**src/rtl/fnv_pkg.sv**
```systemverilog
// rtl/fnv_pkg.sv - shared types, FNV-1a constants and round-robin pick for the hash arbiter
//
// Contents:
//   arb_state_t     arbiter FSM state encoding
//   FnvOffsetBasis  FNV-1a 32-bit initial hash value
//   FnvPrime        FNV-1a 32-bit multiplier
//   MaxReq          largest supported requester count
//   rr_pick()       first valid requester at or after ptr, wrapping modulo num_req
package fnv_pkg;

  typedef enum logic [1:0] {
    IDLE,
    INIT,
    STREAM,
    DONE
  } arb_state_t;

  localparam logic [31:0] FnvOffsetBasis = 32'h811C9DC5;
  localparam logic [31:0] FnvPrime       = 32'd16777619;
  localparam int unsigned MaxReq         = 4;

  // Scans valid[] starting at ptr. ptr and every offset are below num_req,
  // so one conditional subtraction is enough for the wrap. When nothing is
  // valid the result is ptr; callers qualify with |valid.
  function automatic logic [1:0] rr_pick(input logic [MaxReq-1:0] valid,
                                         input logic [1:0]        ptr,
                                         input int unsigned       num_req);
    logic [1:0] pick;
    logic       found;
    logic [2:0] idx;
    pick  = ptr;
    found = 1'b0;
    for (int unsigned k = 0; k < MaxReq; k++) begin
      idx = {1'b0, ptr} + 3'(k);
      if (idx >= 3'(num_req)) begin
        idx = idx - 3'(num_req);
      end
      if (!found && (k < num_req) && valid[idx[1:0]]) begin
        pick  = idx[1:0];
        found = 1'b1;
      end
    end
    return pick;
  endfunction

endpackage

```
**src/rtl/fnv_1a_32.sv**
```systemverilog
// rtl/fnv_1a_32.sv - 32-bit FNV-1a hashing core, one byte per enabled cycle
//
// Ports:
//   clk      system clock
//   rst      synchronous active-high init, loads the offset basis
//   en       fold data_in into the hash this cycle
//   data_in  byte to hash
//   hash     current 32-bit hash state
module fnv_1a_32
  import fnv_pkg::*;
(
  input  logic        clk,
  input  logic        rst,
  input  logic        en,
  input  logic [7:0]  data_in,
  output logic [31:0] hash
);

  always_ff @(posedge clk) begin
    if (rst) begin
      hash <= FnvOffsetBasis;
    end else if (en) begin
      hash <= (hash ^ {24'h0, data_in}) * FnvPrime;
    end
  end

endmodule

```
**src/rtl/fnv_hash_arbiter.sv**
```systemverilog
// rtl/fnv_hash_arbiter.sv - round-robin arbiter sharing one FNV-1a core between byte requesters
//
// Ports:
//   clk        system clock
//   rst_n      asynchronous active-low reset
//   req_valid  per-requester byte valid
//   req_data   per-requester byte, requester i on bits [8i+7:8i]
//   req_last   marks the final byte of a message
//   req_ready  byte accepted when valid & ready (only the granted requester)
//   dig_valid  digest available
//   dig_ready  consumer takes the digest
//   dig_hash   FNV-1a digest
//   dig_id     requester that owns the digest
//   dig_len    bytes hashed, saturating at all-ones
//   busy       high in any state except IDLE
module fnv_hash_arbiter
  import fnv_pkg::*;
#(
  parameter int NumReq = 2,
  parameter int IdW    = 2,
  parameter int LenW   = 16
) (
  input  logic                clk,
  input  logic                rst_n,
  input  logic [NumReq-1:0]   req_valid,
  input  logic [NumReq*8-1:0] req_data,
  input  logic [NumReq-1:0]   req_last,
  output logic [NumReq-1:0]   req_ready,
  output logic                dig_valid,
  input  logic                dig_ready,
  output logic [31:0]         dig_hash,
  output logic [IdW-1:0]      dig_id,
  output logic [LenW-1:0]     dig_len,
  output logic                busy
);

  arb_state_t     state;
  logic [IdW-1:0] grant;
  logic [IdW-1:0] rr_ptr;
  logic [LenW-1:0] len;

  logic           gnt_valid;
  logic           gnt_last;
  logic [7:0]     gnt_data;
  logic [1:0]     pick;
  logic           core_rst;
  logic           core_en;
  logic [31:0]    core_hash;

  // Mux the granted requester's byte lane.
  always_comb begin
    gnt_valid = 1'b0;
    gnt_last  = 1'b0;
    gnt_data  = 8'h00;
    for (int i = 0; i < NumReq; i++) begin
      if (grant == IdW'(i)) begin
        gnt_valid = req_valid[i];
        gnt_last  = req_last[i];
        gnt_data  = req_data[8*i +: 8];
      end
    end
  end

  assign pick = rr_pick(MaxReq'(req_valid), 2'(rr_ptr), NumReq);

  // The core is held in init through IDLE as well as INIT. Since rst_n forces
  // the state to IDLE, this also keeps the core in init while rst_n is low
  // without routing the async reset into a synchronous input.
  assign core_rst = (state == IDLE) || (state == INIT);
  assign core_en  = (state == STREAM) && gnt_valid;

  fnv_1a_32 u_core (
    .clk     (clk),
    .rst     (core_rst),
    .en      (core_en),
    .data_in (gnt_data),
    .hash    (core_hash)
  );

  always_ff @(posedge clk or negedge rst_n) begin
    if (!rst_n) begin
      state  <= IDLE;
      grant  <= '0;
      rr_ptr <= '0;
      len    <= '0;
    end else begin
      case (state)
        IDLE: begin
          if (|req_valid) begin
            grant <= IdW'(pick);
            state <= INIT;
          end
        end
        INIT: begin
          len   <= '0;
          state <= STREAM;
        end
        STREAM: begin
          if (gnt_valid) begin
            if (len != '1) begin
              len <= len + LenW'(1);
            end
            if (gnt_last) begin
              state <= DONE;
            end
          end
        end
        DONE: begin
          if (dig_ready) begin
            rr_ptr <= (grant == IdW'(NumReq - 1)) ? '0 : grant + IdW'(1);
            state  <= IDLE;
          end
        end
        default: state <= IDLE;
      endcase
    end
  end

  // Outputs decode straight from the state flops: no input-to-output path,
  // and they fall to zero the moment rst_n asserts.
  always_comb begin
    req_ready = '0;
    for (int i = 0; i < NumReq; i++) begin
      if ((state == STREAM) && (grant == IdW'(i))) begin
        req_ready[i] = 1'b1;
      end
    end
  end

  assign busy      = (state != IDLE);
  assign dig_valid = (state == DONE);
  assign dig_hash  = dig_valid ? core_hash : '0;
  assign dig_id    = dig_valid ? grant : '0;
  assign dig_len   = dig_valid ? len : '0;

endmodule

```
**config.mk**
```make
export PLATFORM = sky130hd
export DESIGN_NAME = fnv_hash_arbiter
export DESIGN_NICKNAME = d
export VERILOG_FILES = /design/src/rtl/fnv_pkg.sv /design/src/rtl/fnv_1a_32.sv /design/src/rtl/fnv_hash_arbiter.sv
export SDC_FILE = /design/constraint.sdc
export NUM_CORES = 1
export LEC_CHECK = 0
export CAP_MARGIN = 20
export CELL_PAD_IN_SITES_DETAIL_PLACEMENT = 0
export CELL_PAD_IN_SITES_GLOBAL_PLACEMENT = 2
export CORE_MARGIN = 8
export CORE_UTILIZATION = 37
export DETAILED_ROUTE_END_ITERATION = 8
export PLACE_DENSITY_LB_ADDON = 0.12
export SKIP_LAST_GASP = 1
export SLEW_MARGIN = 20
export SYNTH_ARGS = -nofsm -noshare
export SYNTH_HDL_FRONTEND = slang
export SYNTH_SLANG_ARGS = --single-unit
```
**constraint.sdc**
```tcl
create_clock -name clk -period 8.6 [get_ports clk]
set_input_delay 0.86 -clock clk [delete_from_list [all_inputs] [get_ports clk]]
set_output_delay 0.86 -clock clk [all_outputs]
set_load 0.02 [all_outputs]
```
==> flow_metrics.tcl <==
set metrics [dict create \
    post-route-util_pct 43.2 \
    syn_area_sq_um 8550 \
    cts_resized 0 \
    drc 0 \
    yosysWarningCount 0 \
    ys.flop_type "dfxtp_1" \
    dp_slack_ps 1500 \
    fin_ws_ps 1910 \
    die_x_um 168 \
    crit_required_ps 8790 \
    gp_congestion 0.825 \
    syn_area_per_cell_sq_um 8.87 \
    period_share_pct 77.8 \
    synthArstFlopShare_pct 40.7 \
    dp_hpwl_um 18500 \
    dieArea_sq_um 28200 \
    worstSkewPairLatency_ps 320 \
    timing.final.crit_period_ps 6690 \
    area_growth_pct 14.4 \
    worstSetupPathType "input port to flop" \
    hold-path-cell-count 2 \
    fp.coreArea_sq_um 22600 \
    cts_tree "built" \
    crit_start "req_data[13]" \
    holdWs_ps 486 \
    hold_viol_final 0 \
    rr_worst_depth 21 \
    crit_fanout 6 \
    wire_per_inst_um 17.0 \
    ant_nets 0 \
    synth_commonest_cells "inv_1, ha_1, fa_1" \
    synth_top_area_share_pct 27.7 \
    cts_hold_buffers 0 \
    finClkSkew_ps 11.2 \
    overflow 0 \
    clock-sinks 54 \
    worstSetupStartpointType "input port" \
    vias_per_cell 4.84 \
    drv_slew 0 \
    tightest_slew_ps 684 \
    antenna_found_initial 0 \
    h-tree-depth 2 \
    max_slew_margin_pct 54.4 \
    synth-edff-count 0 \
    fmax_mhz 149 \
    routed_wl_um 22400 \
    yosysTopAreaCell "ha_1" \
    syn_nets 1250 \
    core.rowCount 55 \
    cts-root-buf "clkbuf_16" \
    r2r_slack_ps 2000 \
    cts_buffers 5 \
    hold_start "u_core.hash[3]" \
    vias 6375 \
    nets 1316 \
    r2r_start "grant[0]" \
    grt_max_degree 54 \
    cts_setup_buffers 0 \
    start_util_pct 37.8 \
    grt_pass1_wl_um 37900 \
    arrival_ps 6890 \
    end_kind "flop" \
    placement.io_buffers 76 \
    drv_cap 0 \
    status "complete, no violations" \
    synthDistinctLibCells 65 \
    rsz0062_at_grt "false" \
    die_h_um 168 \
    grt_usage_pct 16.9 \
    hp-class "flop to flop" \
    synth_seq_area_share_pct 13.9 \
    finalSetupTns_ps 0 \
    netlist_top_cells_area "ha_1, fa_1, inv_1, dfxtp_1, dfrtp_1" \
    setup_violations 0 \
    path_clk_slew_ps 90 \
    first_pass_iters 5 \
    synth_seq_cells 54 \
    first_iter_violations 351 \
    cts_buffer_depth 2 \
    antennaDiodeCount 0 \
    drive_gt1_share_pct 2.81 \
    synth_cells 964 \
    yosysMostFrequentCell "inv_1" \
    grt_pass1_vias 6960 \
    ios 77 \
]
==> per-layer routing <==
layer,global-route usage [%],routed length [um]
met4,2.76,165
met5,0,0
met2,27.5,9870
met3,3.27,1200
met1,23.2,11200
==> cells by family (layout without fill, tap and decap cells) <==
family                     after synthesis  count (layout)  synth area share (%)
adders and majority gates              263             263                  45.0
buffers and inverters                  224             291                  9.85
and+or+nand+nor                        213             213                  12.9
AOI/OAI and AO/OA                      143             143                  11.3
xor gates and xnor gates                57              57                  5.84
DFF                                     54              54                  13.9
muxes                                   10              10                  1.19
==> cell type report <==
type                    instances  area (sq um)
clock buffers                   5           125
clock inverters                 3          26.3
fillers                      2311         12900
inverters                     200           751
multi-input cells             686          6520
flip-flops and latches         54          1190
well taps                     285           357
repair buffers                 83           812
==> through the flow <==
| stage | instances | area [sq um] |
|---|---|---|
| 3_3_place_gp | 1307 | 9630 |
| 4_1_cts | 1316 | 9780 |
| 5_1_grt | 1316 | 9780 |
| 3_5_place_dp | 1308 | 9630 |
| 6_report | 1316 | 9780 |
| 2_1_floorplan | 964 | 8550 |
==> placed cells by master, fill, tap and decap left out, types with 6 or more instances in the layout <==
cell / netlist / layout
nor3_1: 7 / 7
xor2_1: 32 / 32
dfxtp_1: 32 / 32
nand4_1: 6 / 6
o21ai_0: 25 / 25
a21o_1: 10 / 10
and2_1: 53 / 53
a211oi_1: 6 / 6
buf_4: 0 / 6
xnor2_1: 25 / 25
nand3_1: 16 / 15
a21oi_1: 43 / 43
dfrtp_1: 22 / 22
or3_1: 7 / 7
clkdlybuf4s50_1: 0 / 75
mux2i_1: 9 / 9
inv_1: 200 / 200
nor2_1: 36 / 36
ha_1: 189 / 189
fa_1: 74 / 74
nand2_1: 57 / 57
o21a_1: 10 / 10
and3_1: 7 / 7
o211ai_1: 9 / 9
==> registers in the layout (all words and copies together), names as in the netlist <==
register and cells:
rr_ptr 2, grant 2, u_core.hash 32, state 2
len 16
==> worst paths after layout <==
kind                                         to
max in group asynchronous                len[2]
worst max-delay path            u_core.hash[31]
min in group asynchronous             rr_ptr[0]
worst min-delay path             u_core.hash[3]
worst min register to register   u_core.hash[3]
worst max register to register  u_core.hash[31]
==> worst max-delay path: stages <==
cell and delay (ps):
clkdlybuf4s50_1 450, mux2i_1 70, nor2_1 200, xor2_1 490, ha_1 340, ha_1 300, fa_1 480, ha_1 210
fa_1 480, ha_1 290, inv_1 50, fa_1 520, inv_1 40, ha_1 350, and3_1 200, and3_4 180
a2111oi_2 460, a21oi_4 160, a211oi_2 340, a21oi_1 130, xnor2_1 180, o21ai_1 80
Power is left out: the tool's default activity adds up to more than one toggle a clock period on the data nets, which glitch-free logic cannot reach.
